File: src/rtl/up_down_counter_monitor.sv
// Checks that an up/down counter steps by exactly +/-1 per clock, reports wraps and direction flips,
// and latches the first illegal step until cleared. All outputs registered, one cycle after the checked edge.
module up_down_counter_monitor #(
  parameter int WIDTH      = 4,
  parameter int WRAP_CNT_W = 8
) (
  input  logic                  clk,
  input  logic                  reset,
  input  logic                  dir,
  input  logic [WIDTH-1:0]      y,
  input  logic                  clr,
  output logic                  wrap_up,
  output logic                  wrap_dn,
  output logic [WRAP_CNT_W-1:0] wrap_count,
  output logic                  dir_flip,
  output logic                  step_err,
  output logic [WIDTH-1:0]      err_y,
  output logic                  tracking
);

  typedef enum logic [1:0] {EMPTY, TRACK, FAULT} state_t;

  state_t           state;
  logic [WIDTH-1:0] y_prev;
  logic             dir_prev;
  logic [WIDTH-1:0] exp_y;
  logic             is_wrap_up;
  logic             is_wrap_dn;

  // Expected value uses the direction captured alongside y_prev, as the counter does.
  assign exp_y      = dir_prev ? y_prev + 1'b1 : y_prev - 1'b1;
  assign is_wrap_up = dir_prev  && (y_prev == '1) && (y == '0);
  assign is_wrap_dn = !dir_prev && (y_prev == '0) && (y == '1);

  always_ff @(posedge clk or posedge reset) begin
    if (reset) begin
      state      <= EMPTY;
      y_prev     <= '0;
      dir_prev   <= 1'b0;
      wrap_up    <= 1'b0;
      wrap_dn    <= 1'b0;
      wrap_count <= '0;
      dir_flip   <= 1'b0;
      step_err   <= 1'b0;
      err_y      <= '0;
      tracking   <= 1'b0;
    end else begin
      wrap_up  <= 1'b0;
      wrap_dn  <= 1'b0;
      dir_flip <= 1'b0;
      if (clr) begin
        // Clear wins over any wrap or mismatch seen at the same edge.
        state      <= EMPTY;
        wrap_count <= '0;
        step_err   <= 1'b0;
        err_y      <= '0;
        tracking   <= 1'b0;
      end else begin
        case (state)
          EMPTY: begin
            y_prev   <= y;
            dir_prev <= dir;
            state    <= TRACK;
            tracking <= 1'b1;
          end
          TRACK: begin
            dir_flip <= (dir != dir_prev);
            if (y == exp_y) begin
              y_prev   <= y;
              dir_prev <= dir;
              wrap_up  <= is_wrap_up;
              wrap_dn  <= is_wrap_dn;
              if ((is_wrap_up || is_wrap_dn) && (wrap_count != '1))
                wrap_count <= wrap_count + 1'b1;
            end else begin
              state    <= FAULT;
              step_err <= 1'b1;
              err_y    <= y;
              tracking <= 1'b0;
            end
          end
          FAULT: begin
            state <= FAULT;
          end
          default: begin
            state    <= EMPTY;
            tracking <= 1'b0;
          end
        endcase
      end
    end
  end

endmodule

File: config.mk
export PLATFORM = sky130hd
export DESIGN_NAME = up_down_counter_monitor
export DESIGN_NICKNAME = d
export VERILOG_FILES = /design/src/rtl/up_down_counter_monitor.sv
export SDC_FILE = /design/constraint.sdc
export NUM_CORES = 1
export LEC_CHECK = 0
export ABC_AREA = 1
export CAP_MARGIN = 20
export CORE_ASPECT_RATIO = 1.25
export CORE_MARGIN = 8
export CORE_UTILIZATION = 40
export DETAILED_ROUTE_END_ITERATION = 7
export DONT_BUFFER_PORTS = 1
export GPL_TIMING_DRIVEN = 0
export PLACE_DENSITY = 0.52
export RECOVER_POWER = 25
export SLEW_MARGIN = 20
export SYNTH_ARGS = -nofsm -noshare
export SYNTH_HDL_FRONTEND = slang
export SYNTH_SLANG_ARGS = --single-unit
File: constraint.sdc
create_clock -name clk -period 3.1 [get_ports clk]
set_input_delay 0.465 -clock clk [delete_from_list [all_inputs] [get_ports clk]]
set_output_delay 0.465 -clock clk [all_outputs]
set_load 0.02 [all_outputs]
After elaboration in Yosys (flattened, before gate mapping)
Index checks and enable logic that the tools add are counted.
{ "totals": {"latch_bits": 0, "out_inout_bits": 17, "rom_bits": 0, "mem_count": 0, "mem_bits_rw": 0, "reg_bits": 24} }
{ "classes": {"n_mul": 0, "shifts": 0, "order_cmp": 0, "n_addsub": 3, "div_mod_pow": 0, "muxes": 29, "bitwise": 1, "n_eq_ne": 11, "reduce_logical": 18} }
{ "ops": {"columns": ["operator", "n"], "rows": [
  ["$mux 8", 4],
  ["$mux 4", 5],
  ["$mux 1", 14],
  ["$add 8x1->8 const B", 1],
  ["$eq 4x4->1 const B", 2],
  ["$logic_not 4->1", 2],
  ["$ne 8x8->1 const B", 1],
  ["$pmux 4 s2", 1],
  ["$reduce_bool 2->1", 4],
  ["$ne 2x2->1 const B", 3],
  ["$pmux 2 s3", 1],
  ["$reduce_and 3->1", 2],
  ["$logic_and 1x1->1", 5],
  ["$add 4x1->4 const B", 1],
  ["$eq 4x4->1", 1],
  ["$mux 2", 2],
  ["$reduce_and 2->1", 2],
  ["$sub 4x1->4 const B", 1],
  ["$ne 3x3->1 const B", 1],
  ["$pmux 1 s3", 1],
  ["$eq 2x1->1 const B", 1],
  ["$eq 2x2->1 const B", 1],
  ["$logic_not 2->1", 1],
  ["$pmux 1 s2", 1],
  ["4 further kinds", 4]
]} }

Logic depth before layout (Yosys ltp)
Gate-level depths: netlist (run 1).
{ "logic_depth": {"depth_word": 9, "depth_mapped": 13, "mapped_depth_nobuf": 13} }

Least setup slack after synthesis (run 1)
No wires, ideal clock.
{ "synth_timing": {"kind": "register to register", "start": "reg y_prev[0]", "end": "reg wrap_count[4]", "n_path_buf": 0, "path_stages_with_launch": 10, "arrival_ns": 1.759, "slack_ns": 1.223, "period_less_slack_ns": 1.877, "required_ns": 2.982, "path_cell_list": "dfrtp_1 -> fa_1 -> xnor2_1 -> nand2_1 -> nor2_8 -> nand2_8 -> nand2_8 -> nand3_4 -> nand2_1 -> nand2_1"} }
{ "synth_via": {"elab_chain_len": 7} }
{ "synth_lines": {"columns": ["element", "line_no", "rtl"], "rows": [
  ["start, declared", "24", "logic [WIDTH-1:0] y_prev;"],
  ["start signal, assigned", "61", "y_prev <= y;"],
  ["start signal, assigned", "69", "y_prev <= y;"],
  ["parallel branches: the longest is 6 deep, another holds $sub 4x1->4", null, null],
  ["$reduce_and 3->1 (no source line) (*)", null, null],
  ["end signal, assigned", "74", "wrap_count <= wrap_count + 1'b1;"],
  ["end, declared", "14", "output logic [WRAP_CNT_W-1:0] wrap_count,"]
]} }
Mark *: on every way between the ends.
A chain may end at the register's enable or synchronous reset.

Worst setup path in the final report (run 1)
{ "layout_timing": {"start": "reg y_prev[0]", "end": "reg wrap_count[7]"} }
Same word-level chain as after synthesis.

==> reports/summary.md, run 1 <==
Setup violations remaining at the end of the flow were counted as 0. Post-CTS repair changed the size of 0 cells. The die boundary height came out at 85.7 um.

For the instance count of the mapped netlist, the log shows 196. The class of the tightest hold or removal check was in -> async. Summed over its instances, the top area cell type makes up 38.7% of the synthesized netlist area. The clock-pin slew on the worst setup and hold paths came out at 0.09 ns.

Max-cap violations in this run came to 0. The critical-path maximum fanout came out at 8. Counting flops and latches in the post-synthesis netlist gives 24. Per report_power, the sequential group accounts for 35.5% of the total. For the remaining number of nets flagged by the antenna check after routing, the log shows 0. For the global-route usage over all layers, the log shows 12.0%. STA classifies the critical path endpoint as a flip-flop. The tools report the worst relative slew slack as 36.7%. The run finished with clean final reports. The dominant register cell in the synthesized netlist is sky130_fd_sc_hd__dfrtp_1. Data on the critical path arrives at its endpoint at 2.19 ns. The final hold slack is 0.0153 ns. The cell area after synthesis was 1550 sq um; the detailed-router iteration count before antenna repair was 4.

The via count of the first global-routing pass is 1239. TritonCTS built the clock tree. After routing the design area is 1680 sq um. The tools report the worst voltage drop across the vdd grid as 0.487 mV. The floorplan step defined a die boundary enclosing 6140 sq um. The count of input and output buffers is 0. The clock network accounts for 17.4% of the total power. The core region is 3750 sq um.

The cell internal power dissipation is 0.851 mW, and the transition time at the pin with the least slew margin is 0.949 ns. Logic depth of the worst register-to-register path: 9. The filler cells instantiated in the layout total 396. Total wire length after detailed routing: 3.43 mm. The initialized floorplan defines 25 standard-cell rows.

The die width came out at 71.7 um. The final critical-path required period came out at 2.03 ns. The cell sitting at the root of the clock tree is a sky130_fd_sc_hd__clkbuf_8. In this run the count of I/O pins placed on the die edge is 25. The logs give 0 for the initial antenna violation count and 0 ns for the final-layout setup total negative slack. Setup repair after global routing left no endpoint under its margin.

Post-CTS timing repair inserted 0 buffers for setup. By count the netlist is led by sky130_fd_sc_hd__nand2_1, sky130_fd_sc_hd__dfrtp_1, sky130_fd_sc_hd__nand3_1, sky130_fd_sc_hd__nor2_1, sky130_fd_sc_hd__inv_1. 0 antenna diodes ended up in the layout.

The tools report the startpoint of the worst-slack reg-to-reg timing path as y_prev[0]$_DFFE_PP0P_. Summed over all layers, the global routing overflow is 0. The average size of a mapped cell came out at 7.92 sq um. Hold repair after CTS inserted 0 buffers.

The first global-routing pass estimated 6.02 mm of wire. Sorting the synthesized cells by area gives the leading types as sky130_fd_sc_hd__dfrtp_1, sky130_fd_sc_hd__nand2_1, sky130_fd_sc_hd__nand3_1, sky130_fd_sc_hd__ha_1, sky130_fd_sc_hd__nor2_1. The fraction of final layout cells sized beyond drive strength 1 works out to 9.95%. Dividing the detail-routed via count by the number of cells gives 5.11.

The total number of H-tree levels is 1. The net count after synthesis was 211. For the worst-skew pair, the clock arrives at the later sink with an insertion delay of 0.27 ns. Per report_power, the combinational group accounts for 47.1% of the total. For this run, design rule violations remaining after detail routing come to 0. The routability-driven placement congestion ratio was 0.822; the wire length per cell after detailed routing was 14.2 um.

In this run switching power makes up 47.0% of total power. The synthesis-to-finish area growth is 8.06%, and the leakage power summed over all cells is 0.822 nW. The number of nets in the layout is 217, and the maximum clock path buffer count is 2.

STA puts the critical path data required time at 3.27 ns. For this design the total switching power over the nets is 0.755 mW. The tools report the worst clock skew on the final layout as 0.00646 ns. In this run the register-to-register setup slack is 1.07 ns. Initial core utilization: 41.4%. Across all layers, the routed design uses 1232 vias. The most common cell in the synthesized netlist is sky130_fd_sc_hd__nand2_1. Power spread over the standard cell area amounts to 957 nW/um^2. In this run, distinct cell masters in the synthesized netlist total 26. The type of the worst setup path was reg -> reg. The instance area at placement is 1600 sq um, and the pin count of the biggest net entering global routing is 25. The run gives 38.7% as the sequential area share after synthesis. Summed over all instances, the cell type with the most area after synthesis is sky130_fd_sc_hd__dfrtp_1. Clock tree synthesis inserted a total of 3 buffers. The startpoint class of the critical path is a flip-flop.

The endpoint of the lowest-slack register-to-register path is wrap_count[7]$_DFFE_PP0P_. During synthesis, Yosys emitted a total of 0 warnings. In this run, synthesis inferred 0 flip-flops with an integrated enable.

The first routing iteration left 54 violations. After layout, the worst path uses 65.3% of the clock period. The logs give 24 for the sink count of the clock tree and 2.74 mm for the detailed placer's ending HPWL. In the synthesized netlist the async set-or-reset flop fraction comes to 100%.

The tools report the number of max-slew violations in the final report as 0. The run gives 0.494 GHz as the maximum frequency from static timing analysis. The final hold violation count came out at 0.
worst max-delay path by stage:
stage / start / end / slack (ns) / cells after the start
global placement: y_prev[0]$_DFFE_PP0P_ / wrap_count[0]$_DFFE_PP0P_ / 1.08 / 9
detailed placement: y_prev[0]$_DFFE_PP0P_ / wrap_count[7]$_DFFE_PP0P_ / 1.07 / 9
finish: y_prev[0]$_DFFE_PP0P_ / wrap_count[7]$_DFFE_PP0P_ / 1.07 / 9
global route: dir_prev$_DFFE_PP0P_ / wrap_count[4]$_DFFE_PP0P_ / 0.88 / 10
CTS: y_prev[0]$_DFFE_PP0P_ / wrap_count[7]$_DFFE_PP0P_ / 1.05 / 9
floorplan: y_prev[0]$_DFFE_PP0P_ / wrap_count[4]$_DFFE_PP0P_ / 1.22 / 9
through the flow:
step / utilization (%) / setup WS [ns] / total power, mW / instances
after floorplan: - / 1.22 / 1.21 / 196
after global placement: 42.7 / 1.08 / 1.32 / 236
after detailed placement: 42.7 / 1.07 / 1.35 / 236
after CTS: 44.6 / 1.05 / 1.63 / 240
after global routing: 44.7 / 0.880 / 1.75 / 241
final: 44.7 / 1.07 / 1.61 / 241
layout make-up:
cell class                 count  area (sq um)  area share [%]
multi-input combinational    149           866            51.6
tap                           40          50.0            2.98
clock inverter                 1          30.0            1.79
sequential                    24           601            35.8
clock buffer                   3          41.3            2.46
timing repair buffer           1          3.75           0.224
inverter                      21          78.8            4.70
buffer                         2          7.51           0.447
power by group through the flow:
stage	registers (mW)	clock network, mW	logic [mW]
2_1_floorplan	0.549	0	0.657
3_3_place_gp	0.579	0	0.743
3_5_place_dp	0.580	0	0.766
4_1_cts	0.574	0.286	0.769
5_1_grt	0.590	0.300	0.865
6_report	0.570	0.279	0.757
worst max-delay path, cell delays in order (launching register included):
cell and delay [ns]:
sky130_fd_sc_hd__dfrtp_1 0.47, sky130_fd_sc_hd__fa_1 0.57, sky130_fd_sc_hd__xnor2_1 0.12, sky130_fd_sc_hd__nand2_1 0.14, sky130_fd_sc_hd__nor2_8 0.17, sky130_fd_sc_hd__nand2_8 0.09
sky130_fd_sc_hd__nand2_8 0.09, sky130_fd_sc_hd__nand3_4 0.12, sky130_fd_sc_hd__nand2_1 0.08, sky130_fd_sc_hd__nand2_1 0.05
placed cells by master, fill, tap and decap left out, types with 2 or more instances in the layout:
| cell | n |
|---|---|
| sky130_fd_sc_hd__ha_1 | 6 |
| sky130_fd_sc_hd__clkinv_1 | 2 |
| sky130_fd_sc_hd__xnor2_1 | 3 |
| sky130_fd_sc_hd__nand2_1 | 60 |
| sky130_fd_sc_hd__nor3_1 | 4 |
| sky130_fd_sc_hd__clkbuf_1 | 3 |
| sky130_fd_sc_hd__nand2_8 | 3 |
| sky130_fd_sc_hd__nand3_1 | 21 |
| sky130_fd_sc_hd__nor2_1 | 20 |
| sky130_fd_sc_hd__o21ai_1 | 4 |
| sky130_fd_sc_hd__nand2_2 | 3 |
| sky130_fd_sc_hd__inv_2 | 2 |
| sky130_fd_sc_hd__clkbuf_8 | 3 |
| sky130_fd_sc_hd__xor2_1 | 4 |
| sky130_fd_sc_hd__inv_1 | 17 |
| sky130_fd_sc_hd__nand4_1 | 6 |
| sky130_fd_sc_hd__o21ai_0 | 3 |
| sky130_fd_sc_hd__dfrtp_1 | 24 |
| sky130_fd_sc_hd__nand3_2 | 3 |
| sky130_fd_sc_hd__nand3_4 | 2 |
kinds of logic (layout without fill, tap and decap cells):
logic type	Yosys count	count (layout)	synth area share [%]
XOR/XNOR	7	7	3.95
flip-flops	24	24	38.7
AND/OR/NAND/NOR	125	125	41.6
adder cells (fa/ha/maj)	7	7	6.12
AO/OA/AOI/OAI	10	10	4.11
buffers and inverters	23	28	5.56
layer usage:
metal	wire (um)	global-route usage, %	vias to the layer above
li1	-	-	637
met1	1400	13.5	580
met2	1860	22.1	13
met3	151	3.03	2
met4	18	2.42	0
met5	0	0	-
state kept, by name, indices dropped and copies added (netlist names):
register / cells
dir_flip: 1
dir_prev: 1
err_y: 4
state: 2
step_err: 1
tracking: 1
wrap_count: 8
wrap_dn: 1
wrap_up: 1
y_prev: 4
(Power assumes the default switching activity.)
==> run 2, diff against run 1 <==
==> constraint.sdc (replaced) <==
create_clock -name clk -period 1.9 [get_ports clk]
set_input_delay 0.285 -clock clk [delete_from_list [all_inputs] [get_ports clk]]
set_output_delay 0.285 -clock clk [all_outputs]
set_load 0.02 [all_outputs]
==> run 2 against run 1 <==
The run now ends with negative setup slack left. Critical path depth unchanged. Cell count is 3.3% higher. Clock-buffer cell count unchanged. Die area unchanged. Core utilization grew 2.3 points. Sequential share of layout area shrank 1.5 points. Via count is 3.0% higher. Non-clock buffer count grew 8. Final area grew 5.1%. First-iteration DRC count shrank 7.4%. Flip-flop and latch count is the same. Worst setup slack worse by 1.1 ns. Critical path type unchanged. Highest routed layer unchanged.
==> reports/summary.md, run 2 (synthesis results as in run 1) <==
Worst slack after detailed placement: -0.131 ns. The net count of the finished layout is 225. Measured in cells, the most critical reg-to-reg path has a length of 9. The leading cell type in the layout, fill and taps excluded was sky130_fd_sc_hd__nand2_1. Setup repair after global routing could not meet its margin everywhere. The arrival time of the worst setup path was 2.09 ns. wrap_count holds more flip-flops than any other register. In this run the worst setup path terminates at wrap_count[7]$_DFFE_PP0P_. Entering global routing, the biggest net connects 25 pins. The maximum clock path buffer count is 2, and the power density over the cells is 1580 nW/um^2.

The wire length of the first global-routing pass came out at 6.07 mm. STA classifies the critical path endpoint as a flip-flop. The tools report the total number of H-tree levels as 1. The number of max-slew violations in the final report is 0, and the maximum frequency from static timing analysis is 0.520 GHz.

In this run the count of I/O pins placed on the die edge is 25. The detailed-router iteration count before antenna repair came out at 4. The largest registers in the layout are wrap_count (8), err_y (4), y_prev (4).

The max capacitance violation total was 0; the die boundary height was 85.7 um. For the final worst slack, the log shows -0.0230 ns. The run gives 24 as the sink count of the clock tree.

The tools report the leakage power summed over all cells as 0.862 nW. Clock tree synthesis selected as its root buffer the cell sky130_fd_sc_hd__clkbuf_8. Clock-pin slew on the worst setup and hold paths: 0.09 ns.

The clock reaches the later pin of the worst-skew pair after 0.26 ns. The flow ran to the end, but the final reports show violations. The number of flip-flops under the largest register name is 8. Number of DRC markers in iteration 0: 50. The library cells used most frequently in the layout, excluding fill and tap cells, are sky130_fd_sc_hd__nand2_1, sky130_fd_sc_hd__nand3_1, sky130_fd_sc_hd__dfrtp_1. Using the TritonRoute via totals, the vias-per-cell ratio works out to 5.10. Of all nets on the critical path, the largest fanout is 7. For the worst clock skew on the final layout, the log shows 0.00584 ns.

The number of setup violations in the final report is 6. The die width is 71.7 um, and the worst relative slew slack is 35.8%. The checks that failed: negative setup slack. The signal on the critical path passes through fa_2 > xnor2_2 > nand2_2 > nor2_8 > nand2_8 > nand2_8 > nand3_4 > nand2_1 > nand2_1. The finished cells cover 1760 sq um.

During placement, the flow inserted port buffers numbering 0. The final clock period utilization by the worst path was 101%. Startpoint of the worst setup timing path: y_prev[0]$_DFFE_PP0P_. The critical path runs through a total of 9 cells.

Transition time at the pin with the least slew margin: 0.962 ns. The routability-driven placement congestion ratio is 0.822, and the number of CTS-inserted buffers is 3. TritonCTS built the clock tree. The die covers 6140 sq um. The smallest clock period supported by the final layout is computed as 1.92 ns.

Grouping stages by cell kind, the critical path spends the most delay in simple AND/OR/NAND/NOR gates. The core box area is 3750 sq um, and the via count of the first global-routing pass is 1262. The type of the worst setup path is reg -> reg.

The tools report the final hold slack as 0.155 ns. For this run, the slowest stage of the critical path takes 0.59 ns. Of the cells placed in the final design, the portion with a size suffix greater than 1 is 16.7%.

After detailed routing, the total wire length is 3.56 mm. In this run the critical register-to-register path is captured at wrap_count[7]$_DFFE_PP0P_. After detailed placement, the design holds a cell count of 236. The logs give 1600 sq um for the instance area at placement and 12.1% for the global-route usage over all layers. The min-delay analysis places its worst path in the category in -> reg. Dividing the detail-routed wire length by the instance count gives 14.3 um. The initialized floorplan defines 25 standard-cell rows. From synthesis to final layout, the design area changed by 13.5%. Together, buffers and inverters on the worst path number 0.

Summed over all layers, the global routing overflow is 0. The worst setup path is launched from a flip-flop. 0 antenna diodes ended up in the layout. The largest individual stage delay along the critical path comes from the cell sky130_fd_sc_hd__fa_2. For the final hold violation count, the log shows 0. Worst voltage drop across the vdd grid: 0.807 mV.

Once detail routing completed, the nets flagged for antenna violations numbered 0. Across all layers, the routed design uses 1269 vias. After detailed routing, the number of remaining DRC violations is 0. The logs give 2.06 ns for the required time at the endpoint of the critical path and 249 for the final non-filler cell total. Detailed placement ended at an HPWL of 2.74 mm.

Once the floorplan was initialized, standard cells occupied 41.4% of the core. The initial antenna violation count is 0. Startpoint of the worst-slack reg-to-reg timing path: y_prev[0]$_DFFE_PP0P_. Setup slack on the worst flop-to-flop path: -0.02 ns.
[run 2: cell types whose count changed in the layout (fill, tap and decap cells not counted), sizes merged]
cell,change
clkinv,-1
dlygate4sd3,+1
clkinvlp,+1
buf,+7
[run 2: worst register-to-register path, stage by stage, from the launching register on]
cell and delay, ns:
sky130_fd_sc_hd__dfrtp_2 0.43, sky130_fd_sc_hd__fa_2 0.60, sky130_fd_sc_hd__xnor2_2 0.11, sky130_fd_sc_hd__nand2_2 0.10, sky130_fd_sc_hd__nor2_8 0.13, sky130_fd_sc_hd__nand2_8 0.09, sky130_fd_sc_hd__nand2_8 0.08, sky130_fd_sc_hd__nand3_4 0.12
sky130_fd_sc_hd__nand2_1 0.09, sky130_fd_sc_hd__nand2_1 0.06
[run 2: final cells by class]
class,count,area [sq um]
tap,40,50.0
inverter,21,82.6
fill,388,1990
buffer,2,7.51
clock buffer,3,41.3
timing repair buffer,9,66.3
clock inverter,1,30.0
multi-input combinational,149,881
sequential,24,604
[run 2: worst min path at each step]
stage | slack [ns] | start | to | depth (start not counted)
2_1_floorplan | 0.30 | reset | dir_flip$_DFF_PP0_ | 1
3_3_place_gp | 0.43 | reset | dir_flip$_DFF_PP0_ | 1
3_5_place_dp | 0.44 | y[1] | y_prev[1]$_DFFE_PP0P_ | 2
4_1_cts | 0.15 | y[0] | y_prev[0]$_DFFE_PP0P_ | 2
5_1_grt | 0.15 | dir | dir_prev$_DFFE_PP0P_ | 2
6_report | 0.16 | y[0] | y_prev[0]$_DFFE_PP0P_ | 2
[run 2: report_power, final]
group | switching, mW | internal, mW | leakage, nW
logic | 0.844 | 0.560 | 0.511
registers | 0.266 | 0.665 | 0.315
clock network | 0.171 | 0.281 | 0.0357
total | 1.28 | 1.51 | 0.862
[run 2: layer usage]
layer / part of all wire (%) / global-route usage (%)
met1: 40 / 13.8
met2: 54 / 22.1
met3: 5.0 / 2.92
met4: 0.53 / 2.61
met5: 0 / 0
[run 2: timing repair]
item,in CTS,in global routing
endpoints found under the hold margin,0,7
setup endpoints to repair,21,23
hold buffers,0,1
resized for setup,2,6
pin swaps,3,1
buffers inserted,4,3
[run 2: stage by stage]
stage / TNS, ns / utilization (%) / power (mW)
3_3_place_gp: -1.27 / 42.7 / 2.16
2_1_floorplan: 0 / - / 1.97
6_report: -0.0620 / 47.0 / 2.79
5_1_grt: -1.60 / 47.0 / 3.03
3_5_place_dp: -1.56 / 42.7 / 2.20
4_1_cts: -0.805 / 45.5 / 2.72
